### src/rtl/imem_loader_pkg.sv
// Shared definitions for the boot-time instruction-memory loader.
package imem_loader_pkg;

   localparam int ADDR_W_DEF = 10;
   localparam int LEN_W      = 16;

   typedef enum logic [2:0] {
      S_IDLE  = 3'd0,
      S_LEN0  = 3'd1,
      S_LEN1  = 3'd2,
      S_LOAD  = 3'd3,
      S_WRITE = 3'd4,
      S_DONE  = 3'd5,
      S_ERR   = 3'd6
   } state_e;

endpackage

### src/rtl/loader_byte_packer.sv
// Packs little-endian stream bytes into 32-bit words; o_word_ready flags the
// accept of the fourth byte, with o_word already including that byte.
module loader_byte_packer (
   input  logic        clk,
   input  logic        r,
   input  logic        i_clear,
   input  logic        i_accept,
   input  logic [7:0]  i_byte,
   output logic [31:0] o_word,
   output logic        o_word_ready
);

   logic [1:0]  r_byte_idx;
   logic [23:0] r_shift;

   // Each new byte enters at the top, so the first byte ends up in [7:0].
   assign o_word       = {i_byte, r_shift};
   assign o_word_ready = i_accept && (r_byte_idx == 2'd3);

   // NOTE: sequential state is updated with non-blocking assignments only.
   always_ff @(posedge clk) begin
      if (r || i_clear) begin
         r_byte_idx <= '0;
         r_shift    <= '0;
      end else if (i_accept) begin
         r_byte_idx <= r_byte_idx + 2'd1;
         r_shift    <= o_word[31:8];
      end
   end

endmodule

### src/rtl/imem_loader.sv
// Boot loader: receives a length-prefixed byte frame, writes it to instruction
// memory word by word and keeps the CPU in reset until a full image has landed.
module imem_loader
   import imem_loader_pkg::*;
#(
   parameter int ADDR_W        = ADDR_W_DEF,
   parameter int TIMEOUT       = 65535,
   parameter bit HOLD_AT_RESET = 1'b1
) (
   input  logic              clk,
   input  logic              r,
   input  logic              start,
   input  logic              in_valid,
   input  logic [7:0]        in_data,
   output logic              in_ready,
   output logic [ADDR_W-1:0] i_mem_addr,
   output logic [31:0]       i_mem_data,
   output logic              i_mem_write,
   output logic              cpu_r,
   output logic              busy,
   output logic              done,
   output logic              err
);

   localparam int CNT_W = $clog2(TIMEOUT + 1);
   localparam int DEPTH = 2 ** ADDR_W;

   state_e            r_state, w_next_state;
   logic [LEN_W-1:0]  r_len;
   logic [ADDR_W:0]   r_word_addr;
   logic [ADDR_W:0]   w_addr_inc;
   logic [CNT_W-1:0]  r_idle;
   logic [ADDR_W-1:0] r_mem_addr;
   logic [31:0]       r_mem_data;
   logic              r_mem_write, r_cpu_r, r_busy, r_done, r_err;
   logic              w_mem_write, w_cpu_r, w_busy, w_done, w_err;
   logic              w_accept, w_timeout, w_len_bad, w_word_ready;
   logic [LEN_W-1:0]  w_len_full;
   logic [31:0]       w_word;

   assign in_ready   = (r_state == S_LEN0) || (r_state == S_LEN1) || (r_state == S_LOAD);
   assign w_accept   = in_valid && in_ready;
   assign w_timeout  = in_ready && !w_accept && (r_idle == CNT_W'(TIMEOUT - 1));
   assign w_len_full = {in_data, r_len[7:0]};
   assign w_len_bad  = (w_len_full == '0) || (32'(w_len_full) > 32'(DEPTH));
   // One extra address bit lets a DEPTH-word image terminate cleanly.
   assign w_addr_inc = r_word_addr + (ADDR_W + 1)'(1);

   loader_byte_packer u_packer (
      .clk          (clk),
      .r            (r),
      .i_clear      (r_state != S_LOAD),
      .i_accept     (w_accept && (r_state == S_LOAD)),
      .i_byte       (in_data),
      .o_word       (w_word),
      .o_word_ready (w_word_ready)
   );

   always_ff @(posedge clk) begin
      if (r) r_state <= S_IDLE;
      else   r_state <= w_next_state;
   end

   always_comb begin
      w_next_state = r_state;
      case (r_state)
         S_IDLE, S_DONE, S_ERR: if (start) w_next_state = S_LEN0;
         S_LEN0:  if (w_accept)          w_next_state = S_LEN1;
                  else if (w_timeout)    w_next_state = S_ERR;
         S_LEN1:  if (w_accept)          w_next_state = w_len_bad ? S_ERR : S_LOAD;
                  else if (w_timeout)    w_next_state = S_ERR;
         S_LOAD:  if (w_word_ready)      w_next_state = S_WRITE;
                  else if (w_timeout)    w_next_state = S_ERR;
         S_WRITE: w_next_state = (32'(w_addr_inc) == 32'(r_len)) ? S_DONE : S_LOAD;
         default: w_next_state = S_IDLE;
      endcase
   end

   // Outputs are decoded from the next state and registered, so they line up
   // with the state they describe.
   always_comb begin
      // NOTE: every signal gets a default first so no latch is inferred.
      w_mem_write = 1'b0;
      w_cpu_r     = 1'b1;
      w_busy      = 1'b0;
      w_done      = 1'b0;
      w_err       = 1'b0;
      case (w_next_state)
         S_IDLE:                 w_cpu_r = HOLD_AT_RESET;
         S_LEN0, S_LEN1, S_LOAD: w_busy  = 1'b1;
         S_WRITE: begin
            w_busy      = 1'b1;
            w_mem_write = 1'b1;
         end
         S_DONE: begin
            w_done  = 1'b1;
            w_cpu_r = 1'b0;
         end
         S_ERR:   w_err   = 1'b1;
         default: w_cpu_r = 1'b1;
      endcase
   end

   always_ff @(posedge clk) begin
      if (r) begin
         r_len       <= '0;
         r_word_addr <= '0;
         r_idle      <= '0;
         r_mem_addr  <= '0;
         r_mem_data  <= '0;
         r_mem_write <= 1'b0;
         r_cpu_r     <= 1'b1;
         r_busy      <= 1'b0;
         r_done      <= 1'b0;
         r_err       <= 1'b0;
      end else begin
         r_mem_write <= w_mem_write;
         r_cpu_r     <= w_cpu_r;
         r_busy      <= w_busy;
         r_done      <= w_done;
         r_err       <= w_err;

         if (w_accept || !in_ready) r_idle <= '0;
         else                       r_idle <= r_idle + CNT_W'(1);

         if (w_accept && (r_state == S_LEN0)) r_len <= LEN_W'(in_data);
         if (w_accept && (r_state == S_LEN1)) r_len <= w_len_full;

         if (r_state == S_LEN1)       r_word_addr <= '0;
         else if (r_state == S_WRITE) r_word_addr <= w_addr_inc;

         if (w_word_ready) begin
            r_mem_addr <= r_word_addr[ADDR_W-1:0];
            r_mem_data <= w_word;
         end
      end
   end

   assign i_mem_addr  = r_mem_addr;
   assign i_mem_data  = r_mem_data;
   assign i_mem_write = r_mem_write;
   assign cpu_r       = r_cpu_r;
   assign busy        = r_busy;
   assign done        = r_done;
   assign err         = r_err;

endmodule

### config.mk
export PLATFORM = sky130hd
export DESIGN_NAME = imem_loader
export DESIGN_NICKNAME = d
export VERILOG_FILES = /design/src/rtl/imem_loader_pkg.sv /design/src/rtl/loader_byte_packer.sv /design/src/rtl/imem_loader.sv
export SDC_FILE = /design/constraint.sdc
export NUM_CORES = 1
export LEC_CHECK = 0
export ABC_AREA = 1
export CORE_ASPECT_RATIO = 1.75
export CORE_MARGIN = 2
export CORE_UTILIZATION = 50
export CTS_BUF_LIST = sky130_fd_sc_hd__clkbuf_16
export CTS_CLUSTER_SIZE = 8
export DETAILED_ROUTE_END_ITERATION = 7
export PLACE_DENSITY = 0.82
export SETUP_SLACK_MARGIN = 0.15
export SYNTH_ARGS = -nofsm -noshare
export SYNTH_HDL_FRONTEND = slang
export SYNTH_SLANG_ARGS = --single-unit
### constraint.sdc
create_clock -name clk -period 2.5 [get_ports clk]
set_clock_uncertainty 0.2 [all_clocks]
set_input_delay 0.375 -clock clk [delete_from_list [all_inputs] [get_ports clk]]
set_output_delay 0.375 -clock clk [all_outputs]
set_load 0.05 [all_outputs]
# == After elaboration in Yosys (flattened, before gate mapping) ==
# Cells that the tools add are included.
# totals
wordCells,72
reg_bits,119
in_bits,12
output_inout_bits,48
# classes
eq_ne,16
n_addsub,3
bitwise_logic,1
order_cmp,1
n_mux,15
n_reduce_logical,22
# op_table
op,n
16-bit 2-to-1 mux,2
3-bit 2-to-1 mux,7
3-bit == test (second input constant),6
16-bit by 1-bit adder with 16-bit output (second input constant),1
11-bit by 16-bit == test with 1-bit output,1
16-bit == test (second input constant),1
16-bit by 11-bit > comparator with 1-bit output (second input constant),1
16-bit logical NOT,1
3-bit one-hot mux with 5 select lines,1
3-bit by 2-bit == test with 1-bit output (second input constant),4
11-bit by 1-bit adder with 11-bit output (second input constant),1
1-bit logical AND,7
3-bit by 1-bit == test with 1-bit output (second input constant),2
1-bit logical OR,5
1-bit 2-to-1 mux,5
2-bit OR reduction,2
4-bit OR reduction,1
3-bit logical NOT,1
3-bit by 2-bit inequality test with 1-bit output (second input constant),1
3-bit OR reduction,1
2-bit by 1-bit adder with 2-bit output (second input constant),1
2-bit == test (second input constant),1
1-bit logical NOT,2
2-bit AND reduction,1
2 further kinds,2

# == Logic depth before layout (Yosys ltp) ==
# depth
depth_word,13
ltp_mapped,16
depth_no_buf,16

# == Hierarchy ==
# From an unflattened synthesis, not the netlist that was laid out.
# hier_totals
cells_unflattened,749
hier_area_um2,5211.2
# modules_own_cells
mod,n_inst,cells_each,seq_area_each_um2,area_per_inst_um2
imem_loader,1,574,1861.8,4048.9
loader_byte_packer,1,175,520.5,1162.4

# == Worst setup path before layout ==
# No wires, ideal clock.
# synth_timing
path_type,register -> register
startpoint,reg r_state[2]
endpoint,"reg r_busy, in the netlist busy"
path_buffers,1
setup_time_ns,0.114
arrival_time_ns,1.597
setup_slack_ns,0.589
required_time_ns,2.186
period_less_slack_ns,1.911
path_stages_with_launch,12
cell_sequence,dfxtp_1 > buf_2 > nor2_4 > inv_2 > nor2_2 > nand3_1 > nand3_1 > nand3_1 > nor2_2 > nand3_2 > nor2_1 > nor2_2
# synth_via
elab_chain_len,13
elab_cells_between_ends,28
classes_between,10 x eq/ne; 7 x mux; 11 x reduce/logical
# synth_lines
item,line,source
"start, declared",imem_loader.sv:28,"state_e r_state, w_next_state;"
"start signal, assigned",imem_loader.sv:61,else r_state <= w_next_state;
3-bit by 1-bit == test with 1-bit output / 3-bit by 2-bit == test with 1-bit output (equally long branches),imem_loader.sv:41,assign in_ready = (r_state == S_LEN0) || (r_state == S_LEN1) || (r_state == S_LOAD);
1-bit logical OR,imem_loader.sv:41,
1-bit logical OR (*),imem_loader.sv:41,
net in_ready,imem_loader.sv:15,"output logic in_ready,"
1-bit logical AND,imem_loader.sv:42,assign w_accept = in_valid && in_ready;
1-bit logical NOT,imem_loader.sv:43,assign w_timeout = in_ready && !w_accept && (r_idle == CNT_W'(TIMEOUT - 1));
1-bit logical AND (2 in a row),imem_loader.sv:43,
3-bit 2-to-1 mux,"imem_loader.sv:69, imem_loader.sv:71, imem_loader.sv:73",
"3-bit 2-to-1 mux, on equally long branches","imem_loader.sv:72, imem_loader.sv:68, imem_loader.sv:70",
3-bit one-hot mux with 5 select lines (*),imem_loader.sv:66,case (r_state)
3-bit == test (tied with other cells),imem_loader.sv:88,case (w_next_state)
4-bit OR reduction (no source line) (*),n/a,
1-bit 2-to-1 mux (*),imem_loader.sv:88,
"end signal, assigned",imem_loader.sv:119,r_busy <= w_busy;
"end, declared",imem_loader.sv:35,"logic r_mem_write, r_cpu_r, r_busy, r_done, r_err;"
# Mark *: on every way through the listed nets, which the timed path passes. The rest lies on a longest branch.
# A chain may end at the register's enable or synchronous reset.

# == Final worst setup path ==
# layout_timing
startpoint,"reg r_mem_data[18], in the netlist i_mem_data[18]"
endpoint,out i_mem_data[18]
# layout_lines
item,line,source
"start, declared",imem_loader.sv:34,logic [31:0] r_mem_data;
"start signal, assigned",imem_loader.sv:134,r_mem_data <= w_word;
"end, declared",imem_loader.sv:17,"output logic [31:0] i_mem_data,"
# No word-level cell between the ends.

==> impl_results.rst <==
.. list-table::
   :header-rows: 1

   * - Metric
     - Value
   * - Outcome
     - complete, no violations
   * - Yosys Warn Count
     - 0
   * - Final routed wire length divided by cell count
     - 15.03 um
   * - Count of final max-slew check failures
     - 0
   * - Number of antenna violations at the first check in global routing
     - 0
   * - Data required time at the worst endpoint
     - 1920 ps
   * - Critical path start-end classification
     - reg2out
   * - Signal arrival time at the worst endpoint
     - 1620 ps
   * - Internal power summed over all cells
     - 3.685 mW
   * - Launching element type of the critical path
     - flop
   * - Number of failing setup endpoints in the final timing report
     - 0
   * - CP top delay family
     - buffers and inverters
   * - Y dimension of the die
     - 136.3 um
   * - Share of total power in combinational logic
     - 5.8%
   * - Switching share of power
     - 23.20%
   * - Syn Nets
     - 685
   * - Die Width
     - 79.58 um
   * - Slowest CP cell
     - sky130_fd_sc_hd__clkdlybuf4s50_1
   * - Final sum of negative setup slack
     - 0 ps
   * - Top library cells by usage in the layout, fill and taps aside
     - sky130_fd_sc_hd__dfxtp_1 (118), sky130_fd_sc_hd__inv_1 (94), sky130_fd_sc_hd__nand2_1 (85)
   * - Number of search-and-repair iterations in the first detailed-routing pass
     - 7
   * - Part of the total power dissipated in sequential elements
     - 40.3%
   * - RD Place Congestion
     - 0.9250
   * - DRC violations left
     - 0
   * - Cell area after synthesis
     - 4999 um2
   * - CP Cell Sequence
     - clkdlybuf4s50_1
   * - Total number of clock tree sinks
     - 119
   * - Share of synthesized cell area in and, or, nand and nor gates
     - 21.60%
   * - Crit share post-route
     - 87.94%
   * - Slew margin rel.
     - 64.61%
   * - Hold Vio Cnt, Final
     - 0
   * - Wire length of the first global-routing pass
     - 21440 um
   * - Path class of the lowest-slack min-delay path
     - reg2reg
   * - Period minus WS final
     - 2199 ps
   * - Starting Density
     - 51.06%
   * - TritonCTS clock tree
     - done
   * - Mean instance size in the synthesized netlist
     - 7.472 um2
   * - Clock Tree Buf Depth
     - 2
   * - Sequential cell area fraction in the yosys report
     - 47.66%
   * - Synth Area in Adders
     - 1.001%
   * - Synth Register Bits
     - 119
   * - Worst stage delay on the critical path
     - 830 ps
   * - Number of CTS-inserted buffers
     - 17
   * - DRT antenna net count
     - 0
   * - Number of violations reported at the end of detailed-routing iteration 0
     - 295
   * - Fraction of synthesized cell area in xor and xnor cells
     - 0.3504%
   * - Clock insertion delay at the later pin of the skew report
     - 420 ps
   * - # rows
     - 48
   * - Compound-Gate Fraction of Synth Area
     - 19.65%
   * - Layout net count
     - 752
   * - Total placed cells including tap cells
     - 842
   * - Overall routing resource usage
     - 25.64%
   * - Clk network pwr share
     - 53.8%
   * - Vias in the first global route
     - 4663
   * - Half-perimeter wire length after detailed placement
     - 9290 um
   * - Critical Path Fanout Max
     - 2
   * - H-Tree Level Count
     - 4
   * - Remaining Overflow, GRT
     - 0
   * - Number of buffers added for setup after CTS
     - 0
   * - Master cell of the clock root buffer
     - sky130_fd_sc_hd__clkbuf_16
   * - Fmax
     - 454.8 MHz
   * - Largest family of logic cells by synthesized area
     - simple AND/OR/NAND/NOR gates
   * - Routed via count divided by cell count
     - 5.339
   * - Post-layout util
     - 65.35%
   * - Syn-to-layout area delta
     - 27.99%
   * - Post-route total power
     - 4.799 mW
   * - Non-Filler Instances
     - 874
   * - Most common cell after layout, fill and taps aside
     - sky130_fd_sc_hd__dfxtp_1
   * - Power Density
     - 750.1 nW/um2
   * - IR Drop Worst-Case VDD
     - 0.7043 mV
   * - Net Sw Power
     - 1.113 mW
   * - Die Outline Area
     - 10840 um2
   * - WP buf/inv
     - 1
   * - Unrepaired setup endpoints after global routing
     - no
   * - Max-capacitance violation count
     - 0
   * - Critical path endpoint category
     - output port
   * - Leak pwr
     - 2.460 nW
   * - Number of standard cells after synthesis
     - 669
   * - Count of port buffers added during placement
     - 59
   * - Largest net degree at the start of global routing
     - 48
   * - Multiplexer share of the synthesized area
     - 0%
   * - Post-Route WL
     - 13140 um
   * - Count of inserted antenna diode cells
     - 0
   * - CTS Hold Buffers Added
     - 0
   * - Boundary pin count
     - 60
   * - CORE AREA
     - 9789 um2
   * - Slew @ Worst Pin
     - 529.1 ps
   * - Fraction of final layout cells sized beyond drive strength 1
     - 11.08%
   * - Overall via count from detail_route
     - 4666
   * - Library cells used by synthesis
     - 30
   * - Clock slew at reported path FFs
     - 50 ps
## what timing repair did
item / 4_1_cts / 5_1_grt
endpoints found under the setup margin: 1 / 2
pin swaps: 0 / 1
gates resized for setup: 1 / 2
## cell families after synthesis
kind of cell | after synthesis
simple gates | 238
compound gates | 178
buf+inv | 128
flops | 119
fa+ha+maj | 4
xor+xnor | 2
## cell usage after synthesis (all sizes together)
| master | n | area, um2 |
|---|---|---|
| nand3 | 45 | 230.2 |
| o21ai | 69 | 345.3 |
| nand3b | 1 | 7.510 |
| nand4 | 4 | 25.02 |
| buf | 6 | 28.77 |
| inv | 100 | 375.4 |
| xnor2 | 2 | 17.52 |
| nor3 | 8 | 45.04 |
| a31oi | 1 | 6.260 |
| ha | 4 | 50.05 |
| clkinv | 2 | 7.510 |
| nor3b | 1 | 7.510 |
| dfxtp | 119 | 2382 |
| nor2 | 81 | 364.1 |
| a211oi | 28 | 215.2 |
| clkbuf | 20 | 75.07 |
| o22ai | 6 | 37.54 |
| or2 | 4 | 25.02 |
| o211ai | 3 | 22.52 |
| a21oi | 71 | 355.3 |
| nand2 | 94 | 375.4 |
## cell type report
type / instances / area (um2)
Timing Repair Buffer: 74 / 714.4
Clock buffer: 17 / 425.4
Clock inverter: 15 / 201.4
Fill cell: 795 / 3392
Tap cell: 125 / 156.4
Sequential cell: 119 / 2384
Inverter: 102 / 382.9
Multi-Input combinational cell: 422 / 2133
## registers in the layout, indices dropped and copies added, names as in the netlist, 2 cells and up
name,count
r_word_addr,11
u_packer.r_byte_idx,2
r_state,3
u_packer.r_shift,24
r_len,16
i_mem_data,32
i_mem_addr,10
r_idle,16
## power by group through the flow
stage,logic (mW),clock network (mW),registers (mW)
finish,0.278,2.58,1.94
floorplan,0.173,0,1.98
global route,0.304,2.71,1.94
global placement,0.273,0,1.98
detailed placement,0.275,0,1.98
CTS,0.275,2.60,1.94
## worst paths after layout
path	startpoint	end	slack, ps	cells past startpoint
worst max-delay path	i_mem_data[18]$_SDFFE_PP0P_	i_mem_data[18]	300	1
worst min-delay path	r_idle[0]$_SDFF_PP0_	r_idle[0]$_SDFF_PP0_	260	1
worst max register to register	r_word_addr[0]$_SDFFE_PP0N_	busy$_SDFF_PP0_	370	12
worst min register to register	r_idle[0]$_SDFF_PP0_	r_idle[0]$_SDFF_PP0_	260	1
## per-stage QoR
stage	hold WS [ps]	instance area, um2	setup WS [ps]
finish	258.6	6397	301.4
global route	271.9	6397	169.2
CTS	259.9	6392	294.8
detailed placement	249.0	5767	139.1
global placement	242.1	5767	178.7
floorplan	229.7	4999	589.0
## per-layer routing
layer	track usage (%)	share of wire, %	up-vias
met1	26.53	37	2173
met2	45.61	54	121
met5	0	0	-
met4	16.76	4.8	0
li1	-	-	2330
met3	5.378	3.6	42
No activity file was read; power rests on OpenSTA's default activity.
